File: config.mk
export PLATFORM = sky130hd
export DESIGN_NAME = log_arbiter
export DESIGN_NICKNAME = d
export VERILOG_FILES = /design/src/rtl/log_arbiter_pkg.sv /design/src/rtl/log_arbiter_rr_pick.sv /design/src/rtl/log_arbiter.sv
export SDC_FILE = /design/constraint.sdc
export NUM_CORES = 1
export LEC_CHECK = 0
export ABC_AREA = 1
export CAP_MARGIN = 20
export CORE_AREA = 2 2 160 162
export DETAILED_ROUTE_END_ITERATION = 8
export DIE_AREA = 0 0 162 164
export SKIP_CTS_REPAIR_TIMING = 1
export SLEW_MARGIN = 20
export SYNTH_ARGS = -nofsm -noshare
export SYNTH_HDL_FRONTEND = slang
export SYNTH_HIERARCHICAL = 1
export SYNTH_SLANG_ARGS = --single-unit
File: constraint.sdc
create_clock -name clk -period 2.21 [get_ports clk]
set_input_delay 0.442 -clock clk [delete_from_list [all_inputs] [get_ports clk]]
set_output_delay 0.442 -clock clk [all_outputs]
set_load 0.01 [all_outputs]
File: src/rtl/log_arbiter_pkg.sv
`default_nettype none
// ============================================================================
// Module  : log_arbiter_pkg
// Purpose : Shared types and constants for the log-engine arbiter.
//           - INPUTOUTBIT : width of operand/result buses
//           - TO_CNT_W    : watchdog counter width (covers TIMEOUT_CYCLES<=65535)
//           - RESULT_MASK : keeps only the BF16 field of an engine result
//           - state_t     : arbiter FSM states
// Revision: 1.0 - initial release
// ============================================================================
package log_arbiter_pkg;

  localparam int INPUTOUTBIT = 32;
  localparam int TO_CNT_W    = 16;

  // Result bus carries BF16 in [15:0]; upper bits are forced to zero.
  localparam logic [INPUTOUTBIT-1:0] RESULT_MASK = INPUTOUTBIT'(32'h0000_FFFF);

  typedef enum logic [1:0] {
    S_IDLE    = 2'd0,
    S_ISSUE   = 2'd1,
    S_RELEASE = 2'd2,
    S_RESP    = 2'd3
  } state_t;

endpackage
`default_nettype wire

File: src/rtl/log_arbiter_rr_pick.sv
`default_nettype none
// ============================================================================
// Module  : rr_pick
// Purpose : Combinational round-robin priority encoder. Searches req starting
//           at ptr+1 and wrapping; the first set bit wins.
// Ports   : req       - request vector
//           ptr       - index of the most recently granted requester
//           grant     - index of the selected requester (valid when any_valid)
//           any_valid - at least one request bit is set
// Revision: 1.0 - initial release
// ============================================================================
module rr_pick #(
  parameter int NUM_REQ = 4,
  parameter int PTR_W   = 2
) (
  input  logic [NUM_REQ-1:0] req,
  input  logic [PTR_W-1:0]   ptr,
  output logic [PTR_W-1:0]   grant,
  output logic               any_valid
);

  logic [PTR_W-1:0] idx;

  // Walk offsets from farthest to nearest so the nearest set bit after ptr
  // is the last one assigned and therefore wins.
  always_comb begin
    grant = '0;
    idx   = '0;
    for (int off = NUM_REQ; off >= 1; off--) begin
      idx = PTR_W'((int'(ptr) + off) % NUM_REQ);
      if (req[idx]) begin
        grant = idx;
      end
    end
  end

  assign any_valid = |req;

endmodule
`default_nettype wire

File: src/rtl/log_arbiter.sv
`default_nettype none
// ============================================================================
// Module  : log_arbiter
// Purpose : Shares one iterative log engine among NUM_REQ requesters with
//           round-robin arbitration, engine start/done sequencing, response
//           routing to the owning requester and a watchdog timeout.
// Ports   : clk, rst                       - clock, synchronous active-high reset
//           req_valid/req_ready/req_a/req_b - per-requester request side
//           resp_valid/resp_ready           - per-requester response handshake
//           resp_result/error/timeout       - shared response payload
//           busy                            - FSM not idle
//           eng_*                           - engine handshake and operands
// Revision: 1.0 - initial release
// ============================================================================
module log_arbiter
  import log_arbiter_pkg::*;
#(
  parameter int NUM_REQ        = 4,
  parameter int PTR_W          = 2,
  parameter int TIMEOUT_CYCLES = 255
) (
  input  logic                           clk,
  input  logic                           rst,
  input  logic [NUM_REQ-1:0]             req_valid,
  output logic [NUM_REQ-1:0]             req_ready,
  input  logic [NUM_REQ*INPUTOUTBIT-1:0] req_a,
  input  logic [NUM_REQ*INPUTOUTBIT-1:0] req_b,
  output logic [NUM_REQ-1:0]             resp_valid,
  input  logic [NUM_REQ-1:0]             resp_ready,
  output logic [INPUTOUTBIT-1:0]         resp_result,
  output logic                           resp_error,
  output logic                           resp_timeout,
  output logic                           busy,
  output logic                           eng_start,
  output logic [INPUTOUTBIT-1:0]         eng_a,
  output logic [INPUTOUTBIT-1:0]         eng_b,
  input  logic [INPUTOUTBIT-1:0]         eng_result,
  input  logic                           eng_error,
  input  logic                           eng_done,
  output logic                           eng_abort
);

  // Counter value in the last allowed ISSUE cycle; the abort becomes visible
  // TIMEOUT_CYCLES cycles after eng_start rose.
  localparam logic [TO_CNT_W-1:0] TO_LAST = TO_CNT_W'(TIMEOUT_CYCLES - 1);

  state_t                state;
  logic [PTR_W-1:0]      ptr;
  logic [PTR_W-1:0]      owner;
  logic [PTR_W-1:0]      grant;
  logic                  any_valid;
  logic [TO_CNT_W-1:0]   to_cnt;
  logic [INPUTOUTBIT-1:0] a_slice [NUM_REQ];
  logic [INPUTOUTBIT-1:0] b_slice [NUM_REQ];

  for (genvar k = 0; k < NUM_REQ; k++) begin : g_slice
    assign a_slice[k] = req_a[k*INPUTOUTBIT +: INPUTOUTBIT];
    assign b_slice[k] = req_b[k*INPUTOUTBIT +: INPUTOUTBIT];
  end

  rr_pick #(
    .NUM_REQ (NUM_REQ),
    .PTR_W   (PTR_W)
  ) u_pick (
    .req       (req_valid),
    .ptr       (ptr),
    .grant     (grant),
    .any_valid (any_valid)
  );

  // The accept pulse is combinational so the grant and the operand capture
  // happen on the same edge; operands only need to be stable this cycle.
  always_comb begin
    req_ready = '0;
    if (state == S_IDLE && any_valid && !rst) begin
      req_ready = NUM_REQ'(1) << grant;
    end
  end

  assign busy = (state != S_IDLE);

  always_ff @(posedge clk) begin
    if (rst) begin
      state        <= S_IDLE;
      ptr          <= PTR_W'(NUM_REQ - 1);
      owner        <= '0;
      to_cnt       <= '0;
      eng_start    <= 1'b0;
      eng_abort    <= 1'b0;
      eng_a        <= '0;
      eng_b        <= '0;
      resp_valid   <= '0;
      resp_result  <= '0;
      resp_error   <= 1'b0;
      resp_timeout <= 1'b0;
    end else begin
      eng_abort <= 1'b0;
      case (state)
        S_IDLE: begin
          if (any_valid) begin
            eng_a     <= a_slice[grant];
            eng_b     <= b_slice[grant];
            owner     <= grant;
            ptr       <= grant;
            to_cnt    <= '0;
            eng_start <= 1'b1;
            state     <= S_ISSUE;
          end
        end
        S_ISSUE: begin
          // done is checked first so it wins over a coincident timeout
          if (eng_done) begin
            eng_start    <= 1'b0;
            // engine leaves its old result on error, so mask it
            resp_result  <= eng_error ? '0 : (eng_result & RESULT_MASK);
            resp_error   <= eng_error;
            resp_timeout <= 1'b0;
            state        <= S_RELEASE;
          end else if (to_cnt == TO_LAST) begin
            eng_start    <= 1'b0;
            eng_abort    <= 1'b1;
            resp_result  <= '0;
            resp_error   <= 1'b1;
            resp_timeout <= 1'b1;
            resp_valid   <= NUM_REQ'(1) << owner;
            state        <= S_RESP;
          end else begin
            to_cnt <= to_cnt + 1'b1;
          end
        end
        S_RELEASE: begin
          // hold off until the engine drops done, so a stale done can never
          // be mistaken for completion of the next job
          if (!eng_done) begin
            resp_valid <= NUM_REQ'(1) << owner;
            state      <= S_RESP;
          end
        end
        S_RESP: begin
          if (resp_ready[owner]) begin
            resp_valid   <= '0;
            resp_result  <= '0;
            resp_error   <= 1'b0;
            resp_timeout <= 1'b0;
            state        <= S_IDLE;
          end
        end
        default: state <= S_IDLE;
      endcase
    end
  end

endmodule
`default_nettype wire

==> impl_metrics.ini, run 1 <==
[placed_design]
portBuffers = 376
dp_slack_ns = -0.958
dp.cells = 1649
gp_congestion = 0.903
dpl.hpwl_um = 21700

[sta]
final-setup-viol-count = 68
period_needed_ns = 2.43
hold_violations = 0
final.setup.tns_ns = -5.92
tightest_slew_ns = 1.00
drv_slew = 0
max_freq_ghz = 0.411
rsz0062_at_grt = true
skew_ns = 0.0103
period_share_pct = 110
slew-limit-headroom_pct = 33.1
final.setup.worst_slack_ns = -0.221

[floorplanning]
io_pins = 409
initial_utilization_pct = 26.4
die_area_sq_mm = 0.0266
die_w_um = 162
num_rows = 58
die-height_um = 164
core_area_sq_mm = 0.0248

[grt]
overflow = 0
grt_pass1_wl_um = 43500
grt.total_usage_pct = 21.0
grt_max_degree = 98
grt_pass1_vias = 8087
antenna_found_initial = 2

[cts]
cts_num_sinks = 110
cts_buffers = 9
clock_path_buffers = 2
cts-htree-levels = 3
cts_tree = built
clk_pin_slew_ns = 0.09
insertion_delay_ns = 0.36
cts-root-buf = clkbuf_16

[critical_path]
worstSetupEndpointType = primary output
crit_required_ns = 1.77
crit_fanout = 11
critPathKind = flop to primary output
worstSetupStartpointType = flop
crit_arrival_ns = 1.99

[finish]
finalNetCount = 1642
layout_commonest_cell = clkdlybuf4s50_1
final_cell_mix = clkdlybuf4s50_1, nand2_1, dfxtp_1, nand3_1
final_cells = 1672
drive_gt1_share_pct = 10.7
synthToLayoutAreaGrowth_pct = 74.1
fin_util_pct = 45.9

[route]
num_vias = 8169
avgRoutedWirePerCell_um = 17.7
route.detailed.drc = 0
wl_um = 29600
firstDrtPassIters = 4
ant_nets = 0
via_per_inst = 4.89
drt_iter0_drc = 500

[min_path]
hold_path.class = flop to flop

[synthesis]
ys_ff_latch = 110
avgSynthCellArea_sq_um = 6.80
async_flop_share_pct = 0
netlist_instances = 962
ys_seq_area_share_pct = 33.7
synth.distinct_cells = 39
syn_area_sq_mm = 0.00654
synthFlopType = dfxtp_1
yosysWarnings = 6
synth_edf_count = 0

[power_and_ir_drop]
power_mw = 16.0
p_per_area_mw_per_mm2 = 1400
p_leak_nw = 4.40
vdd_drop_max_mv = 0.758

[run_status]
status = finished with violations
violations = negative setup slack

[run]
maxCapViolCount = 0
## registers in the layout, summed over array words and instances, names as in the netlist, 2 cells and up
signal and cells:
ptr 2, resp_result 16, eng_a 32, resp_valid 4, to_cnt 16, owner 2, eng_b 32, state 2
## power by group
group	internal (mW)	total [mW]	switching (mW)
Clock	0.818	1.74	0.917
Combinational	4.85	11.2	6.34
Sequential	2.69	3.06	0.369
Total	8.35	16.0	7.62
## area by class of cell
cell class	instances	area, sq um
Multi-Input combinational cell	716	3820
Clock inverter	7	91.3
Clock buffer	9	225
Timing Repair Buffer	432	4360
Antenna cell	1	2.50
Fill cell	2530	13400
Tap cell	330	413
Sequential cell	110	2200
Inverter	67	269
## final timing paths
| kind | from | to | slack (ns) | cells after the start |
|---|---|---|---|---|
| setup / recovery | ptr[0] | req_ready[2] | -0.22 | 12 |
| setup reg to reg | ptr[0] | eng_b[9] | -0.17 | 17 |
| hold / removal | resp_result[10] | resp_result[10] | 0.49 | 2 |
| hold reg to reg | resp_result[10] | resp_result[10] | 0.49 | 2 |
## critical path, stage by stage (launching register included)
cell	delay, ns
dfxtp_2	0.34
buf_12	0.14
inv_8	0.06
nand2_4	0.04
nand2_4	0.09
nor2_2	0.05
o21ai_2	0.10
nand2_1	0.08
a21oi_2	0.16
buf_6	0.14
inv_4	0.04
nor3_4	0.21
buf_2	0.17
## cell usage after synthesis (5+ instances only)
library cell  count  share of area, %
nand2_1         221                13
dfxtp_1         110                34
nand3_1          85               6.5
nor2_1           80               4.6
o21ai_0          78               6.0
a21oi_1          56               4.3
inv_1            55               3.2
a41oi_1          47               6.3
clkbuf_1         37               2.1
a31oi_1          35               3.3
buf_4            20               2.3
buf_2            19               1.5
a221oi_1         17               2.3
a22oi_1          12               1.4
nand2_2          12               1.1
o21ai_1          10              0.76
inv_2             8              0.46
nor3_1            8              0.61
ha_1              6               1.1
nor2_4            5              0.86
## metal layers
metal / vias to the layer above / part of all wire, % / GRT usage, %
li1: 4044 / - / -
met1: 3773 / 41 / 24.9
met2: 301 / 50 / 37.0
met3: 49 / 6.8 / 5.53
met4: 2 / 2.7 / 6.56
met5: - / 0.037 / 0
## stage by stage
step	area [sq um]	hold slack (ns)
floorplan	6600	0.465
global placement	10800	0.462
detailed placement	10800	0.473
CTS	11100	0.494
global route	11400	0.504
finish	11400	0.489
## kinds of logic after synthesis
kind of cell | count (synthesis) | share of synthesized area, %
DFF | 110 | 33.7
AOI/OAI and AO/OA | 262 | 25.2
adders and majority gates | 6 | 1.15
other | 1 | 0.0573
and+or+nand+nor | 429 | 28.8
buffers and inverters | 151 | 10.7
xor gates and xnor gates | 3 | 0.402
Note: power is estimated with default switching activity, not from simulation.
==> inputs of run 2 (changes only) <==
SETUP_SLACK_MARGIN = 0.15   (was unset)
==> impl_metrics.ini, run 2 (synthesized netlist as in run 1, its figures left out) <==
[critical_path]
worstSetupEndpointType = primary output
crit_path_cell_trace = buf_6 -> o21ai_2 -> nand2_2 -> nand3_1 -> nand3_2 -> nand2_4 -> nand2_8 -> inv_4 -> nand2_1 -> nor2_2 -> buf_6
crit_arrival_ns = 2.00
crit_fanout = 8
worstSetupStartpointType = flop
path_common_cell = buf_6
r2r_slack_ns = -0.18
worstReg2RegStart = ptr[0]
r2r_cells = 16
max_stage_delay_ns = 0.39
critPathKind = flop to primary output
crit_required_ns = 1.77
crit_slowest_cell = dfxtp_4
worst_r2r_endpoint = eng_a[22]

[finish]
fillers = 2509
finalNetCount = 1663
design_area_sq_mm = 0.0122
drive_gt1_share_pct = 19.3
final_cell_mix = clkdlybuf4s50_1, nand2_1, dfxtp_1, nand3_1, o21ai_0
largestRegisters = eng_a (32), eng_b (32)
synthToLayoutAreaGrowth_pct = 87.2
layout_commonest_cell = clkdlybuf4s50_1

[placed_design]
dpl.hpwl_um = 21300
place_area_sq_mm = 0.0108
gp_congestion = 0.837
portBuffers = 376

[grt]
grt.total_usage_pct = 20.7
overflow = 0
grt_pass1_vias = 7899
grt_max_degree = 98
grt_pass1_wl_um = 43200
antenna_found_initial = 1

[sta]
period_share_pct = 110
tightest_slew_ns = 0.654
period_needed_ns = 2.44
final.setup.tns_ns = -6.90
drv_slew = 0
slew-limit-headroom_pct = 56.4
hold_violations = 0
rsz0062_at_grt = true
final.setup.worst_slack_ns = -0.230
max_freq_ghz = 0.410
hold_slack_ns = 0.470
final-setup-viol-count = 68
skew_ns = 0.0173

[cts]
clock_path_buffers = 2
cts_tree = built
cts_num_sinks = 110
clk_pin_slew_ns = 0.09
insertion_delay_ns = 0.36
cts-htree-levels = 3
cts-root-buf = clkbuf_16
cts_buffers = 9

[floorplanning]
die_area_sq_mm = 0.0266
core_area_sq_mm = 0.0248
num_rows = 58
die-height_um = 164
die_w_um = 162
initial_utilization_pct = 26.4
io_pins = 409

[route]
avgRoutedWirePerCell_um = 18.3
ant_nets = 0
wl_um = 30900
firstDrtPassIters = 5
drt_iter0_drc = 536
via_per_inst = 5.00
route.detailed.drc = 0
num_vias = 8467

[min_path]
whs_endpoint = resp_timeout
hold_path.class = flop to flop
hold_depth = 2
min-delay-start = resp_timeout

[power_and_ir_drop]
sw_frac_of_total_pct = 47.3
p_switching_mw = 8.65
p_leak_nw = 4.64
p_clk_share_pct = 9.6
pwr-share-seq_pct = 16.8
vdd_drop_max_mv = 0.787
power_mw = 18.3
p_comb_share_pct = 73.6
p_per_area_mw_per_mm2 = 1490
p_int_mw = 9.64

[run_status]
violations = negative setup slack
status = finished with violations

[run]
maxCapViolCount = 0
run 2: changes by cell type in the layout (fill, tap and decap cells not counted), moves of 8 or more:
cell / change
a221oi_1: -8
a221oi_2: +10
a41oi_1: -40
a41oi_2: +40
buf_6: +8
nand2_1: -37
nand2_2: +34
run 2: cell type report:
cell class / count / area, sq um / area share, %
clock inverters: 7 / 91.3 / 0.746
well taps: 330 / 413 / 3.37
repair buffers: 453 / 4710 / 38.4
inverters: 67 / 267 / 2.18
clock buffers: 9 / 225 / 1.84
flip-flops and latches: 110 / 2210 / 18.0
multi-input cells: 716 / 4340 / 35.4
diodes: 1 / 2.50 / 0.0204
run 2: routing by layer:
layer | wire length (um) | global-route usage (%) | vias to the layer above
met1 | 12800 | 25.3 | 3972
li1 | - | - | 4090
met3 | 2290 | 5.53 | 46
met4 | 679 | 5.39 | 0
met2 | 15100 | 35.8 | 359
met5 | 0 | 0 | -
run 2: through the flow:
step / worst slack, ns / utilization (%) / instances
final: -0.230 / 49.3 / 1693
after global routing: -0.353 / 49.3 / 1693
after CTS: -1.07 / 44.9 / 1666
after detailed placement: -0.902 / 43.7 / 1650
after global placement: -0.917 / 43.7 / 1650
after floorplan: 0.136 / - / 977
run 2: critical path, delay by kind of cell (launching register included):
family	cells	cell delay (ns)
AND/OR/NAND/NOR	7	0.69
flip-flops	1	0.39
buffers and inverters	3	0.35
AO/OA/AOI/OAI	1	0.18
run 2: worst max-delay path by stage:
| stage | from | slack [ns] | cells after the start | end |
|---|---|---|---|---|
| 3_3_place_gp | req_valid[3] | -0.92 | 11 | req_ready[2] |
| 6_report | ptr[0] | -0.23 | 11 | req_ready[0] |
| 4_1_cts | ptr[0] | -1.07 | 11 | req_ready[2] |
| 2_1_floorplan | ptr[0] | 0.14 | 16 | req_ready[1] |
| 5_1_grt | ptr[0] | -0.35 | 11 | req_ready[0] |
| 3_5_place_dp | req_valid[3] | -0.90 | 11 | req_ready[2] |
run 2: power by group through the flow:
stage          Sequential [mW]  Clock (mW)  Combinational [mW]
2_1_floorplan             3.35           0                5.57
3_3_place_gp              3.09           0                10.4
3_5_place_dp              3.10           0                10.5
4_1_cts                   3.07        1.82                10.5
5_1_grt                   3.15        1.89                14.4
6_report                  3.08        1.75                13.5
